## src/rtl/arduino_note_tx_if.sv

```systemverilog
// Note-transmitter handshake bundle: request strobe and note select in,
// serial line, busy/done/dropped status and debug state code out.
interface arduino_note_tx_if;
  logic       activate;
  logic [6:0] nota;
  logic       tx;
  logic       busy;
  logic       done;
  logic       dropped;
  logic [2:0] db_estado;

  modport master (
    output activate,
    output nota,
    input  tx,
    input  busy,
    input  done,
    input  dropped,
    input  db_estado
  );

  modport slave (
    input  activate,
    input  nota,
    output tx,
    output busy,
    output done,
    output dropped,
    output db_estado
  );
endinterface

```

## src/rtl/arduino_note_tx.sv

```systemverilog
// arduino_note_tx: encodes a one-hot note as ASCII and sends it 8N1
// (8E1 with ARDUINO_TX_PARITY_EN) on bus.tx, with a one-entry pending slot.
// Ports: clock, reset (async, active low); bus.activate/nota in;
// bus.tx/busy/done/dropped/db_estado out.
module arduino_note_tx #(
  parameter int CLK_HZ = 50000000,
  parameter int BAUD   = 9600
) (
  input  logic             clock,
  input  logic             reset,
  arduino_note_tx_if.slave bus
);

  localparam int CPB = CLK_HZ / BAUD;
  localparam int BW  = $clog2(CPB);

  typedef enum logic [2:0] {
    IDLE   = 3'd0,
    START  = 3'd1,
    DATA   = 3'd2,
    PARITY = 3'd3,
    STOP   = 3'd4
  } state_t;

  state_t        state_q, state_d;
  logic [BW-1:0] baud_q, baud_d;
  logic [2:0]    bit_q, bit_d;
  logic [7:0]    shreg_q, shreg_d;
  logic          pend_q, pend_d;
  logic [7:0]    pbyte_q, pbyte_d;
  logic          act_q;
  logic          done_q, done_d;
  logic          drop_q, drop_d;

  logic [7:0] enc;
  logic [2:0] hits;
  logic       req;
  logic       idle;
  logic       bit_end;
  logic       launch_pend;
  logic       launch_req;
  logic       store;

  always_comb begin
    enc  = 8'h30;
    hits = 3'd0;
    for (int i = 0; i < 7; i++) begin
      if (bus.nota[i]) begin
        hits = hits + 3'd1;
        enc  = 8'h31 + 8'(i);
      end
    end
    if (hits > 3'd1) enc = 8'h3F;
  end

  assign req     = bus.activate & ~act_q;
  assign idle    = (state_q == IDLE);
  assign bit_end = (baud_q == BW'(CPB - 1));

  // The pending byte can leave from IDLE or straight out of STOP, so a
  // queued frame follows the stop bit with no idle gap.
  assign launch_pend = pend_q &
    (idle | ((state_q == STOP) & bit_end));
  // A request during the done cycle is queued, not launched directly.
  assign launch_req = idle & ~pend_q & req & ~done_q;
  assign store = req & ~launch_req;

  always_comb begin
    state_d = state_q;
    baud_d  = baud_q;
    bit_d   = bit_q;
    shreg_d = shreg_q;
    pend_d  = pend_q;
    pbyte_d = pbyte_q;
    done_d  = 1'b0;
    drop_d  = drop_q;

    if (!idle) begin
      baud_d = bit_end ? '0 : baud_q + 1'b1;
    end

    unique case (state_q)
      IDLE: begin
        if (launch_pend | launch_req) state_d = START;
      end
      START: begin
        if (bit_end) state_d = DATA;
      end
      DATA: begin
        if (bit_end) begin
          bit_d = bit_q + 3'd1;
          if (bit_q == 3'd7) begin
`ifdef ARDUINO_TX_PARITY_EN
            state_d = PARITY;
`else
            state_d = STOP;
`endif
          end
        end
      end
      PARITY: begin
        if (bit_end) state_d = STOP;
      end
      STOP: begin
        if (bit_end) begin
          done_d  = 1'b1;
          state_d = pend_q ? START : IDLE;
        end
      end
      default: state_d = IDLE;
    endcase

    if (launch_req) shreg_d = enc;
    if (launch_pend) begin
      shreg_d = pbyte_q;
      pend_d  = 1'b0;
    end

    if (store) begin
      if (!pend_q || launch_pend) begin
        pend_d  = 1'b1;
        pbyte_d = enc;
      end else begin
        drop_d = 1'b1;
      end
    end
  end

  always_ff @(posedge clock or negedge reset) begin
    if (!reset) begin
      state_q <= IDLE;
      baud_q  <= '0;
      bit_q   <= 3'd0;
      shreg_q <= 8'h00;
      pend_q  <= 1'b0;
      pbyte_q <= 8'h00;
      act_q   <= 1'b0;
      done_q  <= 1'b0;
      drop_q  <= 1'b0;
    end else begin
      state_q <= state_d;
      baud_q  <= baud_d;
      bit_q   <= bit_d;
      shreg_q <= shreg_d;
      pend_q  <= pend_d;
      pbyte_q <= pbyte_d;
      act_q   <= bus.activate;
      done_q  <= done_d;
      drop_q  <= drop_d;
    end
  end

  // Line level is decoded from registered state, so reset forces it high.
  logic tx_c;
  always_comb begin
    tx_c = 1'b1;
    unique case (state_q)
      START:   tx_c = 1'b0;
      DATA:    tx_c = shreg_q[bit_q];
      PARITY:  tx_c = ^shreg_q;
      default: tx_c = 1'b1;
    endcase
  end

  assign bus.tx        = tx_c;
  assign bus.busy      = ~idle | pend_q;
  assign bus.done      = done_q;
  assign bus.dropped   = drop_q;
  assign bus.db_estado = state_q;

endmodule

```

## src/flat_wrapper.sv

```systemverilog
// flat-port wrapper written by rule: the top's interface ports become plain ports
module arduino_note_tx_flat 
#(
  parameter int CLK_HZ = 50000000,
  parameter int BAUD   = 9600
)
  (clock, reset, bus_activate, bus_nota, bus_tx, bus_busy, bus_done, bus_dropped, bus_db_estado);
  arduino_note_tx_if bus_i ();
  input  logic clock;
  input  logic reset;
  input wire logic [$bits(bus_i.activate)-1:0] bus_activate;
  input wire logic [$bits(bus_i.nota)-1:0] bus_nota;
  output wire logic [$bits(bus_i.tx)-1:0] bus_tx;
  output wire logic [$bits(bus_i.busy)-1:0] bus_busy;
  output wire logic [$bits(bus_i.done)-1:0] bus_done;
  output wire logic [$bits(bus_i.dropped)-1:0] bus_dropped;
  output wire logic [$bits(bus_i.db_estado)-1:0] bus_db_estado;
  assign bus_i.activate = bus_activate;
  assign bus_i.nota = bus_nota;
  assign bus_tx = bus_i.tx;
  assign bus_busy = bus_i.busy;
  assign bus_done = bus_i.done;
  assign bus_dropped = bus_i.dropped;
  assign bus_db_estado = bus_i.db_estado;
  arduino_note_tx #(.CLK_HZ(CLK_HZ), .BAUD(BAUD)) u_core (.clock(clock), .reset(reset), .bus(bus_i));
endmodule
```

## config.mk

```make
export PLATFORM = sky130hd
export DESIGN_NAME = arduino_note_tx_flat
export DESIGN_NICKNAME = d
export VERILOG_FILES = /design/src/rtl/arduino_note_tx_if.sv /design/src/rtl/arduino_note_tx.sv /design/src/flat_wrapper.sv
export SDC_FILE = /design/constraint.sdc
export NUM_CORES = 1
export LEC_CHECK = 0
export CAP_MARGIN = 20
export CORE_AREA = 10 10 82 84
export CTS_CLUSTER_SIZE = 20
export DETAILED_ROUTE_END_ITERATION = 6
export DIE_AREA = 0 0 92 94
export PLACE_DENSITY = 0.59
export REMOVE_ABC_BUFFERS = 1
export SLEW_MARGIN = 10
export SYNTH_ARGS = -nofsm -noshare
export SYNTH_HDL_FRONTEND = slang
export SYNTH_SLANG_ARGS = --single-unit
```

## constraint.sdc

```tcl
create_clock -name clock -period 2.95 [get_ports clock]
set_input_delay 0.295 -clock clock [delete_from_list [all_inputs] [get_ports clock]]
set_output_delay 0.295 -clock clock [all_outputs]
set_load 0.03 [all_outputs]
```

==> metrics.txt <==
final wirelength 5670 um; clock transition at the registers of the reported paths 0.07 ns; Placed Instances 342; ranking of synthesized cells by area dfrtp_1 (37%), ha_1 (6.2%), xnor2_1 (5.9%), nor2_1 (4.5%), nand2_1 (4.4%); die area 8650 um^2; crit-path max FO 3; Achievable Freq 330 MHz; PortBufs 16; Final Non-Filler Cells 381; CP Class input port to flop; Synth Instances 238; synthesis-stage register bit count 33; critical-path cell list buf_8 -> ha_4 -> or2_4 -> nand2_4 -> inv_4 -> ha_4 -> nand3b_1 -> mux2_4 -> o21ai_2 -> a21o_1 -> ha_4 -> o21ai_2 -> inv_1 -> ha_2 -> nand2_2 -> xnor2_2 -> xnor2_2 -> buf_6 -> mux2i_2 -> nand4_1; setup ws final -0.0804 ns; CTS tree built; outcome finished, violations left; clock tree buffer depth 2; Tmin final 3.03 ns; unrepaired setup endpoints after global routing yes; Required @ worst endpoint 3.10 ns; n_diodes 0; worst rel slew slack 67.7%; PD cells 600 nW/um^2; hold buffers post-CTS 0; global-route wire length before repair 9900 um; Initial Util 43.9%; crit end category flop; boundary pin count 17; initial antenna violation count 0; pre-CTS setup slack -1.11 ns; YS warnings 0; share of cells above drive strength 1 33.4%; skew final 0.00669 ns; Max rail drop VDD 0.247 mV; Die Wd 92 um; Worst setup SP type input port; Distinct cells, synth 53; Synth top area share 37.0%; commonest cells after routing, fill and taps aside buf_4 (55), dfrtp_1 (33), nor2_1 (27); # DRC 0; worst hold path class input port to async pin; total gr overflow 0; Fin. Hold Viols 0; Seq/Total Area, Yosys 37.0%; max cap viols 0; Core Footprint 5070 um^2; Max Slew Vio Count 0; largest net degree at the start of global routing 34; Die Y 94 um; Pleak 1.39 nW; Final nets 331; mean area per synthesized cell 9.37 um^2; Area Growth Syn to Fin 40.6%; GP Congestion 0.849; Post-Route Utilization 61.8%; clock sinks 33; Clock Root Buffer clkbuf_8; post-route antenna net violation count 0; Post-synth EDFFs 0; total CTS buffers 5; Pwr Total 1.88 mW; critical path's slowest cell mux2_4; most frequent CP cell ha_4; Via density 5.15; FP Rows 26; Yosys top cell by area dfrtp_1; Post-Syn Area 2230 um^2; Iteration-0 DRC Markers 62; Final setup viols 6; commonest non-fill, non-tap cell in the layout buf_4; Slew @ Worst Pin 0.478 ns; CP arrival 3.18 ns; max incr delay on CP 0.29 ns; failing checks setup timing; vias in the first global route 2121; drt pass-1 iters 5; routed len/inst 14.9 um; via count 1961; top_reg_cell synth dfrtp_1; Clock H-tree levels 2; Detailed Place HPWL 3660 um; clock insertion delay at the later pin of the skew report 0.28 ns; FFs w/ async S/R, synth 100%; Overall Global Routing Usage 13.8%; Tcrit/Tclk final 103%; Setup TNS -0.329 ns
==> where the power goes <==
part           total, mW  switching, mW  internal [mW]
combinational      0.735          0.339          0.396
sequential         0.703          0.134          0.569
clock              0.441          0.166          0.275
==> state kept, by name, summed over array words and instances, names as in the netlist <==
name / flops
u_core.act_q: 1
u_core.shreg_q: 5
u_core.bus.db_estado: 3
u_core.bus.done: 1
u_core.bit_q: 3
u_core.pend_q: 1
u_core.baud_q: 13
u_core.pbyte_q: 5
u_core.bus.dropped: 1
==> cells by family after synthesis <==
family	after synthesis	share of synthesized area, %
flip-flops	33	37.0
multiplexers	11	6.62
adder cells (fa/ha/maj)	11	6.17
XOR/XNOR	23	9.04
AO/OA/AOI/OAI	44	13.9
buffers and inverters	17	3.48
AND/OR/NAND/NOR	99	23.8
==> worst max-delay path: cells and delay by family <==
family                   cells  cell delay, ns
XOR/XNOR                     2            0.28
adder cells (fa/ha/maj)      4            0.74
buffers and inverters        4            0.36
AND/OR/NAND/NOR              5            0.67
AO/OA/AOI/OAI                3            0.32
multiplexers                 2            0.52
==> area by class of cell <==
cell class,count,area [um^2]
Clock buffer,7,86.3
Clock inverter,1,30.0
Fill cell,425,1940
Inverter,9,41.3
Multi-Input combinational cell,188,1460
Sequential cell,33,826
Tap cell,70,87.6
Timing Repair Buffer,73,601
==> synth_stat cells, types with 5 or more instances <==
cell / n
nand3_1: 11
ha_1: 11
a21oi_1: 6
inv_1: 9
xnor2_1: 15
dfrtp_1: 33
xor2_1: 8
nand4_1: 5
nand2_1: 26
mux2i_1: 5
nor2_1: 27
o21ai_0: 15
==> worst paths after layout <==
kind / from / to / slack (ns) / cells after the start
worst max-delay path: bus_nota[1] / u_core.shreg_q[1] / -0.08 / 20
worst min-delay path: reset / u_core.baud_q[9] / 0.41 / 2
worst max register to register: u_core.baud_q[0] / u_core.pbyte_q[2] / 0.92 / 5
worst min register to register: u_core.pbyte_q[4] / u_core.pbyte_q[4] / 0.47 / 1
max in group asynchronous: reset / u_core.shreg_q[1] / 2.23 / 2
min in group clock: u_core.pbyte_q[4] / u_core.pbyte_q[4] / 0.47 / 1
==> metrics by stage <==
stage | hold slack [ns] | instance area (um^2)
after floorplan | -0.000591 | 2190
after global placement | 0.452 | 2630
after detailed placement | 0.461 | 2630
after CTS | 0.419 | 3090
after global routing | 0.448 | 3130
final | 0.410 | 3130
==> per-layer routing <==
layer  vias up  part of all wire (%)  global-route usage (%)
met2        40                    49                    22.6
met3        11                   3.4                    2.32
li1        978                     -                       -
met1       932                    46                    16.8
met4         0                   2.3                    7.84
met5         -                     0                       0
==> timing repair <==
action / in CTS / in global routing
gates resized for setup: 44 / 7
setup endpoints to repair: 8 / 8
buffers inserted: 30 / 3
pin swaps: 12 / 13
Note: power is estimated with default switching activity, not from simulation.
